<file path="config.mk">
export PLATFORM = sky130hd
export DESIGN_NAME = seq_multiplier
export DESIGN_NICKNAME = d
export VERILOG_FILES = /design/src/rtl/seq_multiplier.sv
export SDC_FILE = /design/constraint.sdc
export NUM_CORES = 1
export LEC_CHECK = 0
export CAP_MARGIN = 20
export CORE_AREA = 2 2 70 59
export CTS_BUF_LIST = sky130_fd_sc_hd__clkbuf_4 sky130_fd_sc_hd__clkbuf_8
export DETAILED_ROUTE_END_ITERATION = 8
export DIE_AREA = 0 0 72 61
export PLACE_DENSITY_LB_ADDON = 0.25
export RECOVER_POWER = 50
export SLEW_MARGIN = 30
export SYNTH_ARGS = -nofsm -noshare
export SYNTH_HDL_FRONTEND = slang
export SYNTH_SLANG_ARGS = --single-unit
</file>
<file path="constraint.sdc">
create_clock -name clk -period 2.5 [get_ports clk]
set_input_delay 0.625 -clock clk [delete_from_list [all_inputs] [get_ports clk]]
set_output_delay 0.625 -clock clk [all_outputs]
set_load 0.005 [all_outputs]
</file>
<file path="src/rtl/seq_multiplier.sv">
// ---------------------------------------------------------------------------
// seq_multiplier
//
// Sequential shift-add multiplier. It retires one multiplier bit per clock, so
// a product takes WIDTH cycles. A runtime mode selects unsigned or two's
// complement operands. Signed operands are multiplied as magnitudes, and the
// sign is applied on the final cycle.
//
// Ports:
//   clk          system clock, rising edge
//   rst          synchronous, active-high reset
//   start        request, sampled only while busy=0
//   signed_mode  1 = two's complement operands, 0 = unsigned (sampled with start)
//   a            multiplicand (sampled with start)
//   b            multiplier   (sampled with start)
//   busy         high while a multiplication is in progress
//   done         single-cycle pulse, product valid
//   product      2*WIDTH-bit result, held until the next operation completes
// ---------------------------------------------------------------------------
module seq_multiplier #(
  parameter int WIDTH = 4
) (
  input  logic                 clk,
  input  logic                 rst,
  input  logic                 start,
  input  logic                 signed_mode,
  input  logic [WIDTH-1:0]     a,
  input  logic [WIDTH-1:0]     b,
  output logic                 busy,
  output logic                 done,
  output logic [2*WIDTH-1:0]   product
);

  localparam int PW = 2 * WIDTH;
  localparam int CW = $clog2(WIDTH);

  typedef enum logic {
    IDLE = 1'b0,
    CALC = 1'b1
  } state_t;

  state_t          state, state_next;
  logic [PW-1:0]   mcand;     // multiplicand, shifted left once per step
  logic [WIDTH-1:0] mplier;   // multiplier, shifted right once per step
  logic [PW-1:0]   acc;
  logic [CW-1:0]   cnt;
  logic            neg;

  logic            accept;
  logic            last;
  logic [WIDTH-1:0] a_mag, b_mag;
  logic [PW-1:0]   sum;

  assign accept = (state == IDLE) && start;
  assign last   = (state == CALC) && (cnt == CW'(WIDTH - 1));

  // The magnitude of the most negative value is 2^(WIDTH-1). It fits
  // exactly in WIDTH unsigned bits, so no extra bit is needed.
  assign a_mag = (signed_mode && a[WIDTH-1]) ? (~a + WIDTH'(1)) : a;
  assign b_mag = (signed_mode && b[WIDTH-1]) ? (~b + WIDTH'(1)) : b;

  // The partial sum for this step. On the last step it is the final magnitude.
  assign sum = acc + (mplier[0] ? mcand : '0);

  // State register
  // NOTE: sequential state uses non-blocking (<=) assignments so that every
  // flop samples pre-edge values, whatever order the blocks are evaluated in.
  always_ff @(posedge clk) begin
    if (rst) state <= IDLE;
    else     state <= state_next;
  end

  // Next-state logic
  // NOTE: give every always_comb output a default first. Then no path leaves
  // it unassigned, and synthesis cannot infer a latch.
  always_comb begin
    state_next = state;
    case (state)
      IDLE: if (start) state_next = CALC;
      CALC: if (last)  state_next = IDLE;
      default:         state_next = IDLE;
    endcase
  end

  // Output logic
  always_comb begin
    busy = (state == CALC);
  end

  // Datapath
  always_ff @(posedge clk) begin
    if (rst) begin
      mcand   <= '0;
      mplier  <= '0;
      acc     <= '0;
      cnt     <= '0;
      neg     <= 1'b0;
      product <= '0;
      done    <= 1'b0;
    end else begin
      done <= last;
      if (accept) begin
        mcand  <= {{WIDTH{1'b0}}, a_mag};
        mplier <= b_mag;
        neg    <= signed_mode && (a[WIDTH-1] ^ b[WIDTH-1]);
        acc    <= '0;
        cnt    <= '0;
      end else if (state == CALC) begin
        acc    <= sum;
        mcand  <= mcand << 1;
        mplier <= mplier >> 1;
        cnt    <= cnt + CW'(1);
        // Negating zero yields zero, so a zero operand never gives a negative zero.
        if (last) product <= neg ? (~sum + PW'(1)) : sum;
      end
    end
  end

endmodule

</file>
Word-level counts from Yosys, hierarchy flattened. Index checks and enable logic that the tools add are counted.

Word-level logic and storage cells: 40. Register bits after elaboration: 33. Bits of input ports: 12.

Bitwise logic cells: 6. Mux-type cells: 11. Reductions and logical operators: 8. Equality and inequality tests: 1. Add/subtract/negate cells: 5.

Operators by type and width (count): $mux 4 (6); $mux 8 (2); $add 4x1->4 const B (2); $add 8x1->8 const B (1); $add 8x8->8 (1); $not 4->4 (2); $not 8->8 (1); $logic_and 1x1->1 (5); $reduce_and 3->1 (1); $add 2x1->2 const B (1); $eq 2x2->1 const B (1); $mux 1 (2); $not 1->1 (2); $pmux 1 s2 (1); $reduce_bool 2->1 (1); $reduce_or 2->1 (1); $xor 1x1->1 (1).

Logic depth before layout (Yosys ltp). Gate-level depths: netlist (run 1).

Depth in word-level cells: 5. Gate-level depth with buffers: 9.

Worst setup path before layout (run 1). Ideal clock, no wire load.

Path kind: register -> register. Start: register mplier[0]. End: register product[7]. Arrival time: 2.385 ns. Slack: -0.002 ns. Clock period less this slack: 2.502 ns. Cell stages (with the launch flop): 10. Path buffers: 0. Cell sequence: dfxtp_1 and2_1 ha_1 fa_1 a211oi_1 o21bai_1 a221o_1 o31ai_1 xnor2_1 a22o_1.

Word-level cells in the longest chain between the ends: 5.

RTL lines: from (decl) (line 44) `logic [WIDTH-1:0] mplier;`; from (signal assigned) (line 104) `mplier <= b_mag;`; from (signal assigned) (line 111) `mplier <= mplier >> 1;`; $mux 8 (*) (line 63) `assign sum = acc + (mplier[0] ? mcand : '0);`; $add 8x8->8 (*) (line 63); $not 8->8 (line 114) `if (last) product <= neg ? (~sum + PW'(1)) : sum;`; $add 8x1->8 (line 114); $mux 8 (*) (line 114); to (signal assigned) (line 114); to (decl) (line 31) `output logic [2*WIDTH-1:0] product`.

Mark *: on every way between the ends. The rest lies on a longest branch, timed or not. A chain may end at the register's enable or synchronous reset.

Worst setup path after layout (run 1). Ends and elaborated chain as after synthesis.

==> results of run 1 <==
## stage by stage
stage / hold WS, ps / worst slack, ps / power [mW] / area, µm²
floorplan: 449.5 / 57.79 / 0.6426 / 1836
global placement: 439.6 / 34.48 / 0.6898 / 2141
detailed placement: 441.9 / -42.68 / 0.6911 / 2141
CTS: 458.8 / 2.885 / 1.085 / 2240
global route: 492.8 / 20.43 / 1.131 / 2307
finish: 447.2 / 142.5 / 1.076 / 2307
## cell families after synthesis
kind of cell    count (synthesis)  synth area share [%]
fa+ha+maj                      12                 8.612
buf+inv                        16                 3.760
compound gates                 47                 19.21
xor+xnor                       12                 5.742
flops                          33                 36.09
mux                            14                 7.655
simple gates                   72                 18.93
## layer usage
metal / part of all wire (%) / track usage [%] / vias to the layer above
met3: 3.2 / 5.150 / 5
met4: 0.66 / 6.469 / 0
met5: 0 / 0 / -
li1: - / - / 787
met2: 45 / 28.57 / 18
met1: 51 / 24.31 / 703
## worst paths after layout
check	start	end	slack, ps	cells after the start
worst min register to register	product[5]	product[5]	450	2
worst min-delay path	product[5]	product[5]	450	2
worst max register to register	mplier[0]	product[7]	140	9
worst max-delay path	mplier[0]	product[7]	140	9
## layout make-up
class	instances	area [µm²]	area share, %
Clock buffer	5	68.82	2.983
Sequential cell	33	661.9	28.69
Timing Repair Buffer	33	290.3	12.58
Multi-Input combinational cell	157	1187	51.46
Clock inverter	3	17.52	0.7592
Inverter	7	26.28	1.139
Tap cell	44	55.05	2.386
## synth_stat cells (2+ instances only)
cell      count
dfxtp_1      33
nor2_1       29
mux2i_1      14
nand2_1      12
a21oi_1      11
ha_1         11
xnor2_1      10
and2_1        8
a22o_1        7
clkbuf_1      7
inv_1         7
o21ai_0       6
a311oi_1      4
nand3_1       4
o31ai_1       4
a211oi_1      3
nand2b_1      3
nor2b_1       3
nor3_1        3
or3_1         3
a21o_1        2
or2_2         2
xor2_1        2
## state kept, by name, indices dropped and copies added, names as in the netlist
signal   cells
acc          8
mcand        8
product      8
mplier       4
cnt          2
busy         1
done         1
neg          1
## cell usage in the layout, fill, tap and decap left out, types with 2 or more instances in the layout
cell type,netlist,final
clkinv_2,0,2
a311oi_1,4,4
clkbuf_8,0,5
dfxtp_1,33,32
xor2_1,2,2
clkbuf_1,7,2
nor2b_1,3,3
nand3_1,4,4
ha_1,11,7
inv_1,7,7
nand2b_1,3,3
nor2_1,29,29
buf_4,0,9
a21oi_1,11,11
ha_4,0,4
xnor2_1,10,9
a22o_1,7,7
clkdlybuf4s50_1,0,14
a211oi_1,3,2
o21ai_0,6,6
or3_1,3,3
o31ai_1,4,3
dlygate4sd3_1,0,7
a21o_1,2,2
nor3_1,3,3
nand2_1,12,12
mux2i_1,14,14
and2_1,8,7
## timing repair
action                                  CTS  global route
endpoints found under the setup margin    1             3
gates resized for setup                   2            12
pin swaps                                 0             7
setup buffers                             0             1
## worst register-to-register path, cell delays in order, from the launching register on
cell,delay (ps)
dfxtp_2,340
buf_4,140
and2_1,180
ha_4,310
o21ai_0,110
or2_4,260
a221o_1,380
o31ai_2,240
xnor2_1,100
a22o_1,210
## power groups by stage
| stage | Clock (mW) | Combinational, mW | Sequential, mW |
|---|---|---|---|
| after floorplan | 0 | 0.0853 | 0.557 |
| after global placement | 0 | 0.129 | 0.561 |
| after detailed placement | 0 | 0.130 | 0.561 |
| after CTS | 0.403 | 0.131 | 0.550 |
| after global routing | 0.429 | 0.149 | 0.552 |
| final | 0.390 | 0.135 | 0.551 |
==> flow_summary.ini, run 1 <==
[timing]
rsz0062_at_grt = false
relSlewSlack_pct = 51.18
hold_violations = 0
fin_worst_skew_ps = 9.558
setup_viol = 0
tns_ps = 0
slew_viol_final = 0
period_minus_slack_ps = 2357
finalCritPeriodShare_pct = 94.30
fmax_mhz = 424.2
worstMarginPinSlew_ps = 732.3

[global_route]
antenna_found_initial = 0
grt_max_degree = 30
grt_pass1_vias = 1359
grt_use_total_pct = 18.20
grt_pass1_wl_mm = 6.106
overflow = 0

[setup_path]
worstPathCellList = buf_4 -> and2_1 -> ha_4 -> o21ai_0 -> or2_4 -> a221o_1 -> o31ai_2 -> xnor2_1 -> a22o_1
start_kind = register
slowest_stage = a221o_1
critPathMaxStageDelay_ps = 380
worstPathRequired_ps = 2680
worstSetupPathType = register to register
critical_path.top_delay_family = compound AO/OA/AOI/OAI gates
endpoint_kind = register
path_max_fanout = 5
arrival_ps = 2540
worst-path-buf-inv = 1

[place]
io_buffers = 21
gp_congestion = 0.7934
detailed_place_hpwl_mm = 2.660
placed_cells = 273

[routing]
vias = 1513
firstDrtPassIters = 4
drc_errors = 0
wl_per_cell_um = 12.83
drtIter0Drc = 58
viasPerCell = 5.365
wirelength_mm = 3.619
antenna_left = 0

[logic_synthesis]
syn-num-nets = 230
post_synth.cell_area_avg_um2 = 8.886
ys_types = 41
async_reset_ff_share_pct = 0
synth_edf_count = 0
synth_top_area_cell = dfxtp_1
ys_seq_area_share_pct = 36.09
syn_inst = 206
synthFlopType = dfxtp_1
ys_seq_elements = 33
yosys_warnings = 0
synth_area_um2 = 1831
synth_area_leaders = dfxtp_1 36%, mux2i_1 7.7%, ha_1 7.5%
synth_top_area_share_pct = 36.09

[finish]
syn_to_final_growth_pct = 26.04
final_cells = 282
layout.nets = 261
antenna_cells = 0
fin_util_pct = 62.72
n_fill_cell = 322
drive_gt1_share_pct = 15.55

[hold_path]
min_path_type = register to register

[clock_tree]
cts_root_buffer = clkbuf_8
insertion_delay_ps = 290
clk_pin_slew_ps = 70
clkSinkCount = 33
h-tree-depth = 2
cts_max_path_buffers = 2
cts_hold_buf = 0
cts_made_buffers = 5
cts_tree = built

[power_and_ir_drop]
leakage_nw = 0.9541
power_switching_uw = 279.2
p_sw_share_pct = 25.94
powerDensity_nw_per_um2 = 466.4
irDropWorstVdd_v = 0.0003578
p_clk_share_pct = 36.3
intPower_uw = 796.9
combPwrFrac_pct = 12.5
p_seq_share_pct = 51.2

[floorplanning]
coreArea_um2 = 3679
io_pins = 22
die_x_um = 72
dieArea_um2 = 4392
num_rows = 20
die_h_um = 61
start_util_pct = 49.76

[job]
maxCapViolCount = 0

[run_status]
outcome = finished, final reports clean
(Power assumes the default switching activity.)
==> run 2: changes to the inputs <==
--- a/config.mk
+++ b/config.mk
@@ -8,8 +8,10 @@
 export CAP_MARGIN = 20
 export CORE_AREA = 2 2 70 59
 export CTS_BUF_LIST = sky130_fd_sc_hd__clkbuf_4 sky130_fd_sc_hd__clkbuf_8
+export CTS_CLUSTER_DIAMETER = 30
 export DETAILED_ROUTE_END_ITERATION = 8
 export DIE_AREA = 0 0 72 61
+export GPL_TIMING_DRIVEN = 0
 export PLACE_DENSITY_LB_ADDON = 0.25
 export RECOVER_POWER = 50
 export SLEW_MARGIN = 30
==> flow_summary.ini, run 2 (same netlist as run 1, synthesis figures left out) <==
[routing]
viasPerCell = 5.480
firstDrtPassIters = 5
wl_per_cell_um = 13.46
antenna_left = 0
drtIter0Drc = 90
drc_errors = 0
wirelength_mm = 3.782
vias = 1540

[hold_path]
min_path_type = register to register

[power_and_ir_drop]
p_sw_share_pct = 25.33
powerDensity_nw_per_um2 = 479.9
intPower_uw = 806.5
finalPower_mw = 1.080
leakage_nw = 0.9209
combPwrFrac_pct = 12.7
power_switching_uw = 273.6
p_clk_share_pct = 36.5
p_seq_share_pct = 50.7
irDropWorstVdd_v = 0.0002588

[floorplanning]
start_util_pct = 49.76
die_h_um = 61
die_x_um = 72
io_pins = 22
dieArea_um2 = 4392
coreArea_um2 = 3679
num_rows = 20

[setup_path]
arrival_ps = 2630
critPathMaxStageDelay_ps = 390
worstPathRequired_ps = 2670
worstPathCellList = and2_4 -> ha_4 -> fa_2 -> xnor2_2 -> nand3_1 -> a221o_1 -> o31ai_2 -> xnor2_1 -> a22o_1
start_kind = register
worstSetupPathType = register to register
slowest_stage = fa_2
endpoint_kind = register
path_max_fanout = 6

[global_route]
use_met3_pct = 5.150
grt_use_met1_pct = 24.97
grt_pass1_vias = 1465
grt_busiest_layer = met2
overflow = 0
grt_pass1_wl_mm = 6.389
grt_use_met2_pct = 30.42
antenna_found_initial = 0
grt_max_degree = 11
grt_use_total_pct = 18.94

[finish]
drive_gt1_share_pct = 13.50
antenna_cells = 0
n_fill_cell = 327
layout.nets = 260
syn_to_final_growth_pct = 22.97
final_cell_mix = 32 x dfxtp_1, 29 x nor2_1, 19 x clkdlybuf4s50_1, 14 x mux2i_1, 12 x nand2_1
final_common_cell = dfxtp_1
largestRegisters = acc x8, mcand x8, product x8

[place]
detailed_place_hpwl_mm = 2.804
gp_congestion = 0.8477
dp_slack_ps = -216.0
io_buffers = 20

[timing]
fmax_mhz = 406.6
hold_ws_ps = 460.2
relSlewSlack_pct = 51.12
fin_worst_skew_ps = 11.02
tns_ps = 0
hold_violations = 0
slew_viol_final = 0
rsz0062_at_grt = true
period_minus_slack_ps = 2459
setup_viol = 0
layout_setup_ws_ps = 40.74
worstMarginPinSlew_ps = 733.3
finalCritPeriodShare_pct = 98.37

[run_status]
outcome = finished, final reports clean

[clock_tree]
cts_hold_buf = 0
cts_made_buffers = 5
cts_max_path_buffers = 2
clk_pin_slew_ps = 70
clkSinkCount = 33
cts_tree = built
h-tree-depth = 2
cts_root_buffer = clkbuf_8
insertion_delay_ps = 280

[job]
maxCapViolCount = 0
-- run 2: cell types whose count changed in the layout (fill, tap and decap cells not counted), moves of 2 or more --
cell / before / now
ha_1: 7 / 9
ha_4: 4 / 1
dlygate4sd3_1: 7 / 1
buf_4: 9 / 2
buf_6: 0 / 2
clkbuf_1: 2 / 7
clkdlybuf4s50_1: 14 / 19
and2_1: 7 / 5
-- run 2: critical path, delay by kind of cell (launching register included) --
kind,cells,cell delay [ps]
AO/OA/AOI/OAI,3,760
AND/OR/NAND/NOR,2,290
flip-flops,1,370
XOR/XNOR,2,380
adder cells (fa/ha/maj),2,550
-- run 2: worst paths after layout --
| check | from | end | slack, ps | cells after the start |
|---|---|---|---|---|
| max | mplier[0] | product[7] | 40 | 9 |
| max reg2reg | mplier[0] | product[7] | 40 | 9 |
| min | product[5] | product[5] | 460 | 2 |
| min reg2reg | product[5] | product[5] | 460 | 2 |
-- run 2: power by group through the flow --
| stage | sequential (mW) | clock, mW | combinational, mW |
|---|---|---|---|
| 2_1_floorplan | 0.557 | 0 | 0.0853 |
| 3_3_place_gp | 0.559 | 0 | 0.126 |
| 3_5_place_dp | 0.560 | 0 | 0.127 |
| 4_1_cts | 0.548 | 0.401 | 0.130 |
| 5_1_grt | 0.549 | 0.430 | 0.152 |
| 6_report | 0.548 | 0.395 | 0.138 |
-- run 2: final cells by class --
| type | instances | area (µm²) | share of cell area [%] |
|---|---|---|---|
| Buffer | 9 | 42.54 | 1.890 |
| Clock buffer | 6 | 76.32 | 3.391 |
| Clock inverter | 2 | 10.01 | 0.4447 |
| Inverter | 7 | 26.28 | 1.167 |
| Multi-Input combinational cell | 157 | 1150 | 51.08 |
| Sequential cell | 33 | 664.4 | 29.52 |
| Tap cell | 44 | 55.05 | 2.446 |
| Timing Repair Buffer | 23 | 226.5 | 10.06 |
-- run 2: through the flow --
step | util (%) | area, µm² | std cells
after floorplan | - | 1836 | 206
after global placement | 56.84 | 2091 | 270
after detailed placement | 56.84 | 2091 | 270
after CTS | 59.69 | 2196 | 278
after global routing | 61.19 | 2251 | 281
final | 61.19 | 2251 | 281
-- run 2: timing repair --
action,in CTS,in global routing
gates resized for setup,5,10
setup endpoints to repair,3,3
buffers inserted,0,3
pin swaps,2,7
-- run 2: routing by layer --
| metal | part of all wire, % | wire length [µm] |
|---|---|---|
| met5 | 0 | 0 |
| met4 | 0.40 | 15 |
| met2 | 44 | 1662 |
| met1 | 51 | 1936 |
| met3 | 4.4 | 167 |
==> run 3: changes to the inputs <==
--- a/config.mk
+++ b/config.mk
@@ -6,11 +6,11 @@
 export NUM_CORES = 1
 export LEC_CHECK = 0
 export CAP_MARGIN = 20
-export CORE_AREA = 2 2 70 59
+export CORE_AREA = 3 3 71 60
 export CTS_BUF_LIST = sky130_fd_sc_hd__clkbuf_4 sky130_fd_sc_hd__clkbuf_8
 export CTS_CLUSTER_DIAMETER = 30
 export DETAILED_ROUTE_END_ITERATION = 8
-export DIE_AREA = 0 0 72 61
+export DIE_AREA = 0 0 74 63
 export GPL_TIMING_DRIVEN = 0
 export PLACE_DENSITY_LB_ADDON = 0.25
 export RECOVER_POWER = 50
==> flow_summary.ini, run 3 (same netlist as run 1, synthesis figures left out) <==
[run_status]
outcome = finished, final reports clean

[setup_path]
setup.worst_path.start = mplier[0]
timing.rr.start = mplier[0]
worstSetupPathType = register to register
start_kind = register
arrival_ps = 2690
r2r.worst_path.cells = 9
path_max_fanout = 8
worstPathRequired_ps = 2690
endpoint_kind = register

[clock_tree]
cts_hold_buf = 0
cts_root_buffer = clkbuf_8
clk_pin_slew_ps = 70
insertion_delay_ps = 290
cts_made_buffers = 5
cts_max_path_buffers = 2
cts_tree = built
h-tree-depth = 2
clkSinkCount = 33

[routing]
vias = 1563
drtIter0Drc = 70
antenna_left = 0
wirelength_mm = 3.924
drc_errors = 0
wl_per_cell_um = 13.91
firstDrtPassIters = 4
viasPerCell = 5.543

[global_route]
antenna_found_initial = 0
grt_pass1_wl_mm = 6.410
grt_use_total_pct = 17.47
grt_max_degree = 11
grt_pass1_vias = 1421
overflow = 0

[floorplanning]
start_util_pct = 49.76
coreArea_um2 = 3679
num_rows = 20
die_h_um = 63
die_x_um = 74
io_pins = 22
dieArea_um2 = 4662

[timing]
fmax_mhz = 400.5
setup_viol = 0
worstMarginPinSlew_ps = 731.6
hold_violations = 0
slew_viol_final = 0
rsz0062_at_grt = true
fin_worst_skew_ps = 11.19
finalCritPeriodShare_pct = 99.89
period_minus_slack_ps = 2497
tns_ps = 0
relSlewSlack_pct = 51.23

[place]
placed_cells = 270
io_buffers = 20
gp_congestion = 0.8392
detailed_place_hpwl_mm = 2.683

[power_and_ir_drop]
powerDensity_nw_per_um2 = 525.6
leakage_nw = 0.9526
irDropWorstVdd_v = 0.0003322

[finish]
largestRegisters = acc x8, mcand x8, product x8
syn_to_final_growth_pct = 27.00
multi_input_area_um2 = 1186
drive_gt1_share_pct = 13.45
final_cells = 282
final_common_cell = dfxtp_1
antenna_cells = 0
seq_area_um2 = 664.4
final_cell_mix = 32 x dfxtp_1, 29 x nor2_1, 19 x clkdlybuf4s50_1, 14 x mux2i_1, 12 x nand2_1
layout.nets = 261
n_fill_cell = 308

[hold_path]
min_path_type = register to register
min_path_cells = 2
hold_start = product[5]

[job]
maxCapViolCount = 0
run 3: repair_timing:
| action | CTS | global route |
|---|---|---|
| buffers inserted | 0 | 4 |
| resized for setup | 4 | 10 |
| gates cloned | 0 | 0 |
| endpoints found under the setup margin | 3 | 2 |
| pin swaps | 2 | 7 |
run 3: metrics by stage:
stage / power [mW] / hold slack [ps] / utilization, % / setup slack, ps / cell area, µm²
detailed placement: 0.6865 / 447.8 / 56.84 / -174.9 / 2091
CTS: 1.221 / 464.7 / 60.54 / 21.51 / 2227
finish: 1.222 / 463.6 / 63.20 / 2.827 / 2325
global placement: 0.6854 / 440.1 / 56.84 / -188.2 / 2091
floorplan: 0.6426 / 449.5 / - / 57.79 / 1836
global route: 1.267 / 474.4 / 63.20 / -91.15 / 2325
run 3: worst paths after layout:
| kind | slack [ps] | endpoint |
|---|---|---|
| max | 3 | product[7] |
| min | 460 | product[5] |
| max reg2reg | 3 | product[7] |
| min reg2reg | 460 | product[5] |
run 3: power by group:
group          total, mW  internal [mW]  switching [mW]
combinational      0.142         0.0668          0.0752
sequential         0.548          0.538         0.00981
clock              0.532          0.336           0.196
run 3: routing by layer:
layer  vias to the layer above  wire length, µm  track usage (%)
met2                        32             1798            25.66
li1                        791                -                -
met1                       732             1891            23.63
met5                         -                0                0
met3                         8              168            6.270
met4                         0               65            5.430
run 3: area by class of cell:
cell class              instances  share of cell area, %
clock inverters                 1                  1.292
clock buffers                   7                  3.875
multi-input cells             157                  51.02
plain buffers                   9                  1.830
repair buffers                 24                  9.903
flip-flops and latches         33                  28.58
inverters                       7                  1.130
well taps                      44                  2.368
run 3: worst max-delay path, cell delays in order (launching register included):
cell and delay, ps:
dfxtp_4 360, and2_4 140, ha_4 160, fa_2 430
a211oi_4 290, o21bai_1 130, a221o_1 360, o31ai_2 250
xnor2_1 90, a22o_1 200
